**src/rtl/rggen_register_arbiter_if.sv**
```systemverilog
// Host and register-bus signals of the two-host register arbiter.
// slave: arbiter side; master: the hosts plus the register block around it.
interface rggen_register_arbiter_if #(
  parameter int ADDRESS_WIDTH = 16,
  parameter int DATA_WIDTH    = 32
);
  logic                     i_h0_request;
  logic [ADDRESS_WIDTH-1:0] i_h0_address;
  logic                     i_h0_write;
  logic [DATA_WIDTH-1:0]    i_h0_write_data;
  logic                     o_h0_done;
  logic [DATA_WIDTH-1:0]    o_h0_read_data;
  logic [1:0]               o_h0_status;

  logic                     i_h1_request;
  logic [ADDRESS_WIDTH-1:0] i_h1_address;
  logic                     i_h1_write;
  logic [DATA_WIDTH-1:0]    i_h1_write_data;
  logic                     o_h1_done;
  logic [DATA_WIDTH-1:0]    o_h1_read_data;
  logic [1:0]               o_h1_status;

  logic                     o_request;
  logic [ADDRESS_WIDTH-1:0] o_address;
  logic                     o_write;
  logic [DATA_WIDTH-1:0]    o_write_data;
  logic                     i_select;
  logic                     i_ready;
  logic [DATA_WIDTH-1:0]    i_read_data;

  modport slave (
    input  i_h0_request, i_h0_address, i_h0_write, i_h0_write_data,
    output o_h0_done, o_h0_read_data, o_h0_status,
    input  i_h1_request, i_h1_address, i_h1_write, i_h1_write_data,
    output o_h1_done, o_h1_read_data, o_h1_status,
    output o_request, o_address, o_write, o_write_data,
    input  i_select, i_ready, i_read_data
  );

  modport master (
    output i_h0_request, i_h0_address, i_h0_write, i_h0_write_data,
    input  o_h0_done, o_h0_read_data, o_h0_status,
    output i_h1_request, i_h1_address, i_h1_write, i_h1_write_data,
    input  o_h1_done, o_h1_read_data, o_h1_status,
    input  o_request, o_address, o_write, o_write_data,
    output i_select, i_ready, i_read_data
  );
endinterface

```
**src/rtl/rggen_register_arbiter.sv**
```systemverilog
// Round-robin arbiter letting two hosts share one register bus, with decode-error
// and wait-timeout reporting. TIMEOUT must lie in 1..255 (8-bit wait counter).
module rggen_register_arbiter #(
  parameter int ADDRESS_WIDTH = 16,
  parameter int DATA_WIDTH    = 32,
  parameter int TIMEOUT       = 15
)(
  input logic                   i_clk,
  input logic                   i_rst,
  rggen_register_arbiter_if.slave bus
);
  typedef enum logic [1:0] {IDLE, ACCESS, RESPOND} state_t;

  localparam logic [7:0] TIMEOUT_COUNT = 8'(TIMEOUT);

  state_t                   state_reg, state_next;
  logic                     grant_reg, grant_next;
  logic                     priority_reg;
  logic [7:0]               wait_count_reg, wait_count_next;
  logic [ADDRESS_WIDTH-1:0] address_reg;
  logic                     write_reg;
  logic [DATA_WIDTH-1:0]    write_data_reg;
  logic                     done_reg [2];
  logic [DATA_WIDTH-1:0]    read_data_reg [2];
  logic [1:0]               status_reg [2];

  logic [1:0]               request;
  logic                     finish;
  logic [DATA_WIDTH-1:0]    response_data;
  logic [1:0]               response_status;

  assign request = {bus.i_h1_request, bus.i_h0_request};

  always_comb begin
    state_next      = state_reg;
    grant_next      = grant_reg;
    wait_count_next = wait_count_reg;
    finish          = 1'b0;
    response_data   = '0;
    response_status = 2'b00;
    case (state_reg)
      IDLE: begin
        if (|request) begin
          // On a tie the pointer decides; otherwise the lone requester wins.
          grant_next      = (&request) ? priority_reg : request[1];
          wait_count_next = '0;
          state_next      = ACCESS;
        end
      end
      ACCESS: begin
        if (!bus.i_select) begin
          finish          = 1'b1;
          response_status = 2'b10;
        end else if (bus.i_ready) begin
          finish          = 1'b1;
          response_data   = write_reg ? '0 : bus.i_read_data;
        end else begin
          wait_count_next = wait_count_reg + 8'd1;
          if (wait_count_next == TIMEOUT_COUNT) begin
            finish          = 1'b1;
            response_status = 2'b11;
          end
        end
        if (finish) begin
          state_next = RESPOND;
        end
      end
      RESPOND: state_next = IDLE;
      default: state_next = IDLE;
    endcase
  end

  always_ff @(posedge i_clk or posedge i_rst) begin
    if (i_rst) begin
      state_reg      <= IDLE;
      grant_reg      <= 1'b0;
      priority_reg   <= 1'b0;
      wait_count_reg <= '0;
      address_reg    <= '0;
      write_reg      <= 1'b0;
      write_data_reg <= '0;
    end else begin
      state_reg      <= state_next;
      grant_reg      <= grant_next;
      wait_count_reg <= wait_count_next;
      if (state_reg == IDLE && (|request)) begin
        address_reg    <= grant_next ? bus.i_h1_address    : bus.i_h0_address;
        write_reg      <= grant_next ? bus.i_h1_write      : bus.i_h0_write;
        write_data_reg <= grant_next ? bus.i_h1_write_data : bus.i_h0_write_data;
      end
      // The host just served drops to lowest priority.
      if (state_reg == RESPOND) begin
        priority_reg <= ~grant_reg;
      end
    end
  end

  // Done pulses and responses are launched on the edge entering RESPOND.
  always_ff @(posedge i_clk or posedge i_rst) begin
    if (i_rst) begin
      for (int i = 0; i < 2; i++) begin
        done_reg[i]      <= 1'b0;
        read_data_reg[i] <= '0;
        status_reg[i]    <= 2'b00;
      end
    end else begin
      for (int i = 0; i < 2; i++) begin
        done_reg[i] <= finish && (grant_reg == 1'(i));
        if (finish && (grant_reg == 1'(i))) begin
          read_data_reg[i] <= response_data;
          status_reg[i]    <= response_status;
        end
      end
    end
  end

  assign bus.o_request      = (state_reg == ACCESS);
  assign bus.o_address      = address_reg;
  assign bus.o_write        = write_reg;
  assign bus.o_write_data   = write_data_reg;
  assign bus.o_h0_done      = done_reg[0];
  assign bus.o_h0_read_data = read_data_reg[0];
  assign bus.o_h0_status    = status_reg[0];
  assign bus.o_h1_done      = done_reg[1];
  assign bus.o_h1_read_data = read_data_reg[1];
  assign bus.o_h1_status    = status_reg[1];
endmodule

```
**src/flat_wrapper.sv**
```systemverilog
// flat-port wrapper written by rule: the top's interface ports become plain ports
module rggen_register_arbiter_flat 
#(
  parameter int ADDRESS_WIDTH = 16,
  parameter int DATA_WIDTH    = 32,
  parameter int TIMEOUT       = 15
)
  (i_clk, i_rst, bus_i_h0_request, bus_i_h0_address, bus_i_h0_write, bus_i_h0_write_data, bus_o_h0_done, bus_o_h0_read_data, bus_o_h0_status, bus_i_h1_request, bus_i_h1_address, bus_i_h1_write, bus_i_h1_write_data, bus_o_h1_done, bus_o_h1_read_data, bus_o_h1_status, bus_o_request, bus_o_address, bus_o_write, bus_o_write_data, bus_i_select, bus_i_ready, bus_i_read_data);
  rggen_register_arbiter_if #(.ADDRESS_WIDTH(ADDRESS_WIDTH), .DATA_WIDTH(DATA_WIDTH)) bus_i ();
  input logic i_clk;
  input logic i_rst;
  input wire logic [$bits(bus_i.i_h0_request)-1:0] bus_i_h0_request;
  input wire logic [$bits(bus_i.i_h0_address)-1:0] bus_i_h0_address;
  input wire logic [$bits(bus_i.i_h0_write)-1:0] bus_i_h0_write;
  input wire logic [$bits(bus_i.i_h0_write_data)-1:0] bus_i_h0_write_data;
  output wire logic [$bits(bus_i.o_h0_done)-1:0] bus_o_h0_done;
  output wire logic [$bits(bus_i.o_h0_read_data)-1:0] bus_o_h0_read_data;
  output wire logic [$bits(bus_i.o_h0_status)-1:0] bus_o_h0_status;
  input wire logic [$bits(bus_i.i_h1_request)-1:0] bus_i_h1_request;
  input wire logic [$bits(bus_i.i_h1_address)-1:0] bus_i_h1_address;
  input wire logic [$bits(bus_i.i_h1_write)-1:0] bus_i_h1_write;
  input wire logic [$bits(bus_i.i_h1_write_data)-1:0] bus_i_h1_write_data;
  output wire logic [$bits(bus_i.o_h1_done)-1:0] bus_o_h1_done;
  output wire logic [$bits(bus_i.o_h1_read_data)-1:0] bus_o_h1_read_data;
  output wire logic [$bits(bus_i.o_h1_status)-1:0] bus_o_h1_status;
  output wire logic [$bits(bus_i.o_request)-1:0] bus_o_request;
  output wire logic [$bits(bus_i.o_address)-1:0] bus_o_address;
  output wire logic [$bits(bus_i.o_write)-1:0] bus_o_write;
  output wire logic [$bits(bus_i.o_write_data)-1:0] bus_o_write_data;
  input wire logic [$bits(bus_i.i_select)-1:0] bus_i_select;
  input wire logic [$bits(bus_i.i_ready)-1:0] bus_i_ready;
  input wire logic [$bits(bus_i.i_read_data)-1:0] bus_i_read_data;
  assign bus_i.i_h0_request = bus_i_h0_request;
  assign bus_i.i_h0_address = bus_i_h0_address;
  assign bus_i.i_h0_write = bus_i_h0_write;
  assign bus_i.i_h0_write_data = bus_i_h0_write_data;
  assign bus_o_h0_done = bus_i.o_h0_done;
  assign bus_o_h0_read_data = bus_i.o_h0_read_data;
  assign bus_o_h0_status = bus_i.o_h0_status;
  assign bus_i.i_h1_request = bus_i_h1_request;
  assign bus_i.i_h1_address = bus_i_h1_address;
  assign bus_i.i_h1_write = bus_i_h1_write;
  assign bus_i.i_h1_write_data = bus_i_h1_write_data;
  assign bus_o_h1_done = bus_i.o_h1_done;
  assign bus_o_h1_read_data = bus_i.o_h1_read_data;
  assign bus_o_h1_status = bus_i.o_h1_status;
  assign bus_o_request = bus_i.o_request;
  assign bus_o_address = bus_i.o_address;
  assign bus_o_write = bus_i.o_write;
  assign bus_o_write_data = bus_i.o_write_data;
  assign bus_i.i_select = bus_i_select;
  assign bus_i.i_ready = bus_i_ready;
  assign bus_i.i_read_data = bus_i_read_data;
  rggen_register_arbiter #(.ADDRESS_WIDTH(ADDRESS_WIDTH), .DATA_WIDTH(DATA_WIDTH), .TIMEOUT(TIMEOUT)) u_core (.i_clk(i_clk), .i_rst(i_rst), .bus(bus_i));
endmodule
```
**config.mk**
```make
export PLATFORM = sky130hd
export DESIGN_NAME = rggen_register_arbiter_flat
export DESIGN_NICKNAME = d
export VERILOG_FILES = /design/src/rtl/rggen_register_arbiter_if.sv /design/src/rtl/rggen_register_arbiter.sv /design/src/flat_wrapper.sv
export SDC_FILE = /design/constraint.sdc
export NUM_CORES = 1
export LEC_CHECK = 0
export BUFFER_PORTS_ARGS = -buffer_cell sky130_fd_sc_hd__buf_2
export CAP_MARGIN = 20
export CORE_MARGIN = 2
export CORE_UTILIZATION = 44
export DETAILED_ROUTE_END_ITERATION = 8
export PLACE_DENSITY = 0.78
export SLEW_MARGIN = 20
export SYNTH_ARGS = -nofsm -noshare
export SYNTH_HDL_FRONTEND = slang
export SYNTH_SLANG_ARGS = --single-unit
```
**constraint.sdc**
```tcl
create_clock -name i_clk -period 3.76 [get_ports i_clk]
set_input_delay 0.188 -clock i_clk [delete_from_list [all_inputs] [get_ports i_clk]]
set_output_delay 0.188 -clock i_clk [all_outputs]
set_load 0.05 [all_outputs]
```
==> results of run 1 <==
## critical path, stage by stage, from the launching register on
cell and delay, ns:
dfrtp_1 0.40, or3_4 0.41, nor3_1 0.25, a211o_2 0.52, buf_4 0.54, o21ai_0 0.18
## worst max path at each step
stage / start / to / slack [ns]
4_1_cts: u_core.wait_count_reg[6] / u_core.bus.o_h0_read_data[10] / 1.26
3_5_place_dp: u_core.wait_count_reg[6] / u_core.bus.o_h0_read_data[10] / 1.26
5_1_grt: u_core.wait_count_reg[0] / u_core.bus.o_h0_read_data[10] / 1.08
2_1_floorplan: i_rst / u_core.bus.o_address[0] / 0.07
6_report: u_core.wait_count_reg[6] / u_core.bus.o_h0_read_data[10] / 1.27
3_3_place_gp: u_core.wait_count_reg[6] / u_core.bus.o_h1_read_data[15] / 1.35
## cell families after synthesis
kind of cell    count (synthesis)  share of synthesized area, %
simple gates                  154                          10.9
flops                         131                          52.5
xor+xnor                        1                         0.140
fa+ha+maj                       2                         0.401
buf+inv                       116                          8.17
mux                            51                          8.19
compound gates                205                          19.7
## power groups by stage
stage	Combinational (mW)	Sequential (mW)	Clock (mW)
2_1_floorplan	1.65	4.50	0
3_3_place_gp	4.79	2.42	0
3_5_place_dp	4.89	2.43	0
4_1_cts	4.90	2.42	1.68
5_1_grt	5.25	2.50	1.73
6_report	4.87	2.42	1.64
## layout make-up
class / instances / area (um2) / share of cell area, %
antenna: 1 / 2.50 / 0.0304
clock buffer: 23 / 488 / 5.92
clock inverter: 9 / 103 / 1.25
inverter: 71 / 272 / 3.30
multi-input combinational: 413 / 2490 / 30.2
sequential: 131 / 3280 / 39.8
tap: 180 / 225 / 2.73
timing repair buffer: 268 / 1380 / 16.8
## metal layers
| layer | routed length [um] | vias up | global-route usage [%] |
|---|---|---|---|
| li1 | - | 2734 | - |
| met1 | 6640 | 2500 | 26.6 |
| met2 | 8030 | 232 | 36.4 |
| met3 | 1230 | 35 | 5.81 |
| met4 | 575 | 0 | 10.7 |
| met5 | 0 | - | 0 |
## stage by stage
| stage | util, % | cell area (um2) |
|---|---|---|
| floorplan | - | 6240 |
| global placement | 54.8 | 7600 |
| detailed placement | 54.8 | 7600 |
| CTS | 59.3 | 8240 |
| global route | 59.3 | 8240 |
| finish | 59.3 | 8240 |
## cells in the final DEF (no fill, tap or decap), types with 2 or more instances in the layout
cell type,instances
a21oi_1,7
a31oi_1,67
and2_1,4
buf_2,255
buf_4,9
bufinv_16,2
clkbuf_1,2
clkbuf_16,17
clkbuf_8,4
clkinv_2,4
clkinvlp_4,3
dfrtp_1,131
dlygate4sd3_1,4
ha_1,2
inv_1,70
mux2i_1,50
nand2_1,60
nand2b_1,4
nand3_1,3
nand4_1,3
nor2_1,66
o21ai_0,99
o21ai_2,30
==> metrics, run 1 <==
Post-Syn Instances 660; max-slew violations 0; post-synth top area share between 50% and 60%; CP endpoint kind flip-flop; number of cells on the worst reg-to-reg path 5; drt first pass iters 5; Slew HR between 30% and 40%; worst-path maximum fanout between 40 and 50; WHS approximately 0.022 ns; Int Power between 4 and 5 mW; worst hold path class in2reg; count leader, synth dfrtp_1; P_sw roughly 4.7 mW; largest cells by area after synthesis dfrtp_1 (52%), mux2i_1 (8.0%), o21ai_0 (7.9%); maximum vdd ir drop 0.000672 V; Post-CTS Hold Fix Bufs 4; Post-synth top flop dfrtp_1; YS warnings 0; Async S/R FF share, synth 100%; Pleak between 4 and 5 nW; initial DRC count ~440; Clock Latency Late Sink about 0.4 ns; worst slew pin tran 0.955 ns; I/O Buffers roughly 260; Via Count 5501; # fillers 1230; Finish-stage setup viols 0; largest net degree at the start of global routing slightly above 70; Required @ worst endpoint 4.03 ns; die extent in y between 100 and 150 um; routed length per instance around 15 um; status completed; R2R setup slack approximately 1.3 ns; Syn Area/Cell roughly 9.5 um2; reg-to-reg startpoint u_core.wait_count_reg[6]; Die X ~120 um; final period utilization between 60% and 70%; Seq/Total Area, Yosys about 52%; routed wire length 16500 um; final number of hold-violating endpoints 0; Via density 5.02; placed insts about 1100; Layout Nets 1040; Final WS setup 1.27 ns; number of synthesized flops with an enable pin 0; RR Endpoint u_core.bus.o_h0_read_data[10]; Worst Skew approximately 0.0042 ns; share of layout cells above drive strength 1 36.6%; first-pass GRT wire length 25500 um; setup_tns 0 ns; Logic pwr share between 50 and 60%; vias in the first global route between 5000 and 6000; Max H-tree Level 4; antenna violations before repair 1; worst hold start bus_i_read_data[14]; antenna-violating nets left 0; setup slack after placement 1.26 ns; Overall Global Routing Usage a little over a fifth; Arrival @ worst endpoint roughly 2.8 ns; critical path launch point type flip-flop; row count between 40 and 50; WHS Path Cells 3; Switching Fraction 52.1%; Flop pwr share 27.1%; WHS Endpoint u_core.bus.o_h0_read_data[14]; P per Cell Area between 1000 and 1500 nW/um2; IO Pins 256; RSZ-0062 raised after global routing false; Setup CP Type reg2reg; setup bufs post-CTS 0; fin crit period approximately 2.5 ns; DIE AREA roughly 15000 um2; DRC 0; Clock Power Share 18.4%; Initial Util 45.0%; #FFs+latches synth 131; Remaining Overflow, GRT 0; # clock sinks approximately 130; Max Clk Rate 402 MHz; # resized after CTS 0; CTS tree done; Clock transition at path regs 0.06 ns; library cells used by synthesis 34; Synth Cell Area between 6000 and 7000 um2; CTS Buf Count 17; placeable core region between 10000 and 15000 um2; clock root buffer clkbuf_16; dpl hpwl about 12000 um; routability cong. 0.812; Max Cap Viol 0; syn_nets 798; final cell count without fillers between 1000 and 1500; Post-synth top cells dfrtp_1 (131), o21ai_0 (99), inv_1 (71); Area Overhead vs Synth 31.9%; clk buf depth 2; dominant cell type by area after synthesis dfrtp_1; Final Power between 8 and 9 mW
Note: power is estimated with default switching activity, not from simulation.
==> run 2, diff against run 1 <==
- CORE_UTILIZATION: 44 -> 49
- PLACE_DENSITY: 0.78 -> 0.82
- clock period: 3.76 -> 2.5 ns (I/O delays scaled with it)
==> metrics, run 2 (synthesized netlist as in run 1, its figures left out) <==
Layout Nets 1090 (was 1040); antenna violations before repair 0 (was 1); antenna-violating nets left 0 (unchanged); drt first pass iters 5 (unchanged); P_sw 7.04 mW (was 4.66 mW); vias in the first global route 5572 (was 5226); critical path launch point type flip-flop (unchanged); Worst Setup SP u_core.state_reg[1] (was u_core.wait_count_reg[6]); IO Pins 256 (unchanged); clk buf depth 2 (unchanged); Die X 117 um (was 123 um); reg-to-reg startpoint u_core.state_reg[1] (was u_core.wait_count_reg[6]); worst slew pin tran 0.684 ns (was 0.955 ns); routed length per instance 15.8 um (was 15.0 um); routability cong. 0.826 (was 0.812); Logic pwr share 56.1% (was 54.5%); CTS tree done (unchanged); Clock Latency Late Sink 0.42 ns (was 0.41 ns); Clock transition at path regs 0.05 ns (was 0.06 ns); CTS Buf Count 17 (unchanged); final period utilization 93.2% (was 66.2%); Worst Skew 0.0122 ns (was 0.00422 ns); Initial Util 49.9% (was 45.0%); Flop pwr share 27.3% (was 27.1%); routed wire length 17900 um (was 16500 um); Slew HR 54.4% (was 36.2%); Int Power 6.38 mW (was 4.28 mW); fin crit period 2.33 ns (was 2.49 ns); Final WS setup 0.170 ns (was 1.27 ns); Required @ worst endpoint 2.82 ns (was 4.03 ns); CP endpoint kind flip-flop (unchanged); die extent in y 117 um (was 123 um); row count 41 (was 43); dpl hpwl 11200 um (was 12000 um); # clock sinks 131 (unchanged); worst hold path class in2reg (unchanged); status completed (unchanged); max-slew violations 0 (unchanged); worst hold start bus_i_h1_write (was bus_i_read_data[14]); share of layout cells above drive strength 1 34.3% (was 36.6%); Pleak 4.61 nW (was 4.40 nW); worst-path maximum fanout 30 (was 43); Area Overhead vs Synth 40.2% (was 31.9%); Final Util 69.9% (was 59.3%); setup_tns 0 ns (unchanged); P per Cell Area 1530 nW/um2 (was 1080 nW/um2); Via density 5.17 (was 5.02); Via Count 5878 (was 5501); Max H-tree Level 4 (unchanged); Remaining Overflow, GRT 0 (unchanged); Switching Fraction 52.5% (was 52.1%); DIE AREA 13700 um2 (was 15200 um2); commonest non-fill, non-tap cells in the layout buf_2 (255), dfrtp_1 (131), o21ai_0 (99) (unchanged); Arrival @ worst endpoint 2.65 ns (was 2.76 ns); Finish-stage setup viols 0 (unchanged); I/O Buffers 255 (unchanged); clock root buffer clkbuf_16 (unchanged); maximum vdd ir drop 0.00123 V (was 0.000672 V); RSZ-0062 raised after global routing false (unchanged); # fillers 932 (was 1230); DRC 0 (unchanged); Max Cap Viol 0 (unchanged); Clock Power Share 16.6% (was 18.4%); Max Clk Rate 429 MHz (was 402 MHz); placeable core region 12500 um2 (was 13900 um2); Antenna diodes 0 (was 1); initial DRC count 551 (was 443); setup slack after placement 0.481 ns (was 1.26 ns); Setup CP Type reg2reg (unchanged); first-pass GRT wire length 27100 um (was 25500 um); most common cell after layout, fill and taps aside buf_2 (unchanged); largest net degree at the start of global routing 132 (was 71); Overall Global Routing Usage 26.0% (was 22.0%); final number of hold-violating endpoints 0 (unchanged)
[run 2: cell types whose count changed in the layout (fill, tap and decap cells not counted)]
cell / before / now
dlygate4sd3_1: 4 / 55
buf_4: 9 / 1
buf_12: 0 / 6
clkbuf_1: 2 / 5
bufinv_16: 2 / 0
clkbuf_8: 4 / 5
clkinv_2: 4 / 3
clkinvlp_4: 3 / 2
diode_2: 1 / 0
inv_6: 1 / 0
nand3_2: 0 / 1
nor2_1: 66 / 65
nor2_2: 0 / 1
[run 2: metrics by stage]
| step | power, mW | instances | hold slack [ns] | area [um2] |
|---|---|---|---|---|
| final | 13.4 | 1136 | 0.00529 | 8750 |
| after global routing | 14.2 | 1136 | 0.0104 | 8750 |
| after global placement | 10.8 | 1049 | 0.364 | 7650 |
| after CTS | 13.4 | 1135 | 0.000343 | 8740 |
| after floorplan | 9.25 | 660 | 0.220 | 6250 |
| after detailed placement | 11.0 | 1049 | 0.373 | 7650 |
[run 2: power groups by stage]
stage / registers (mW) / clock network, mW / logic (mW)
floorplan: 6.77 / 0 / 2.48
global placement: 3.62 / 0 / 7.23
detailed placement: 3.66 / 0 / 7.39
CTS: 3.64 / 2.27 / 7.50
global route: 3.77 / 2.38 / 8.08
finish: 3.66 / 2.23 / 7.53
[run 2: worst max-delay path, cell delays in order, from the launching register on]
cell           delay, ns
dfrtp_1             0.48
nor2_2              0.31
nand3_4             0.28
buf_12              0.28
mux2i_1             0.13
dlygate4sd3_1       0.56
o21ai_0             0.19
[run 2: worst paths after layout]
| check | to | slack [ns] | cells after the start |
|---|---|---|---|
| min in group asynchronous | u_core.bus.o_write_data[2] | 0.49 | 4 |
| hold / removal | u_core.bus.o_write | 0.005 | 3 |
| setup reg to reg | u_core.bus.o_address[10] | 0.17 | 6 |
| setup / recovery | u_core.bus.o_address[10] | 0.17 | 6 |
| max in group asynchronous | u_core.bus.o_h1_read_data[7] | 1.52 | 4 |
| hold reg to reg | u_core.bus.o_write_data[18] | 0.47 | 2 |
[run 2: metal layers]
layer	GRT usage (%)	up-vias	part of all wire, %
met4	15.3	0	4.3
met1	31.4	2727	39
met3	6.54	45	7.5
li1	-	2831	-
met5	0	-	0
met2	42.2	275	50
[run 2: layout make-up]
class / count / area, um2 / share of cell area (%)
flip-flops and latches: 131 / 3280 / 37.5
multi-input cells: 414 / 2500 / 28.5
clock buffers: 27 / 513 / 5.86
well taps: 172 / 215 / 2.46
repair buffers: 317 / 1950 / 22.3
inverters: 71 / 270 / 3.09
clock inverters: 4 / 22.5 / 0.257
[run 2: what timing repair did]
item | 4_1_cts | 5_1_grt
buffers inserted | 0 | 0
setup endpoints to repair | 0 | 5
endpoints found under the hold margin | 211 | 0
resized for setup | 0 | 1
hold buffers | 55 | 0
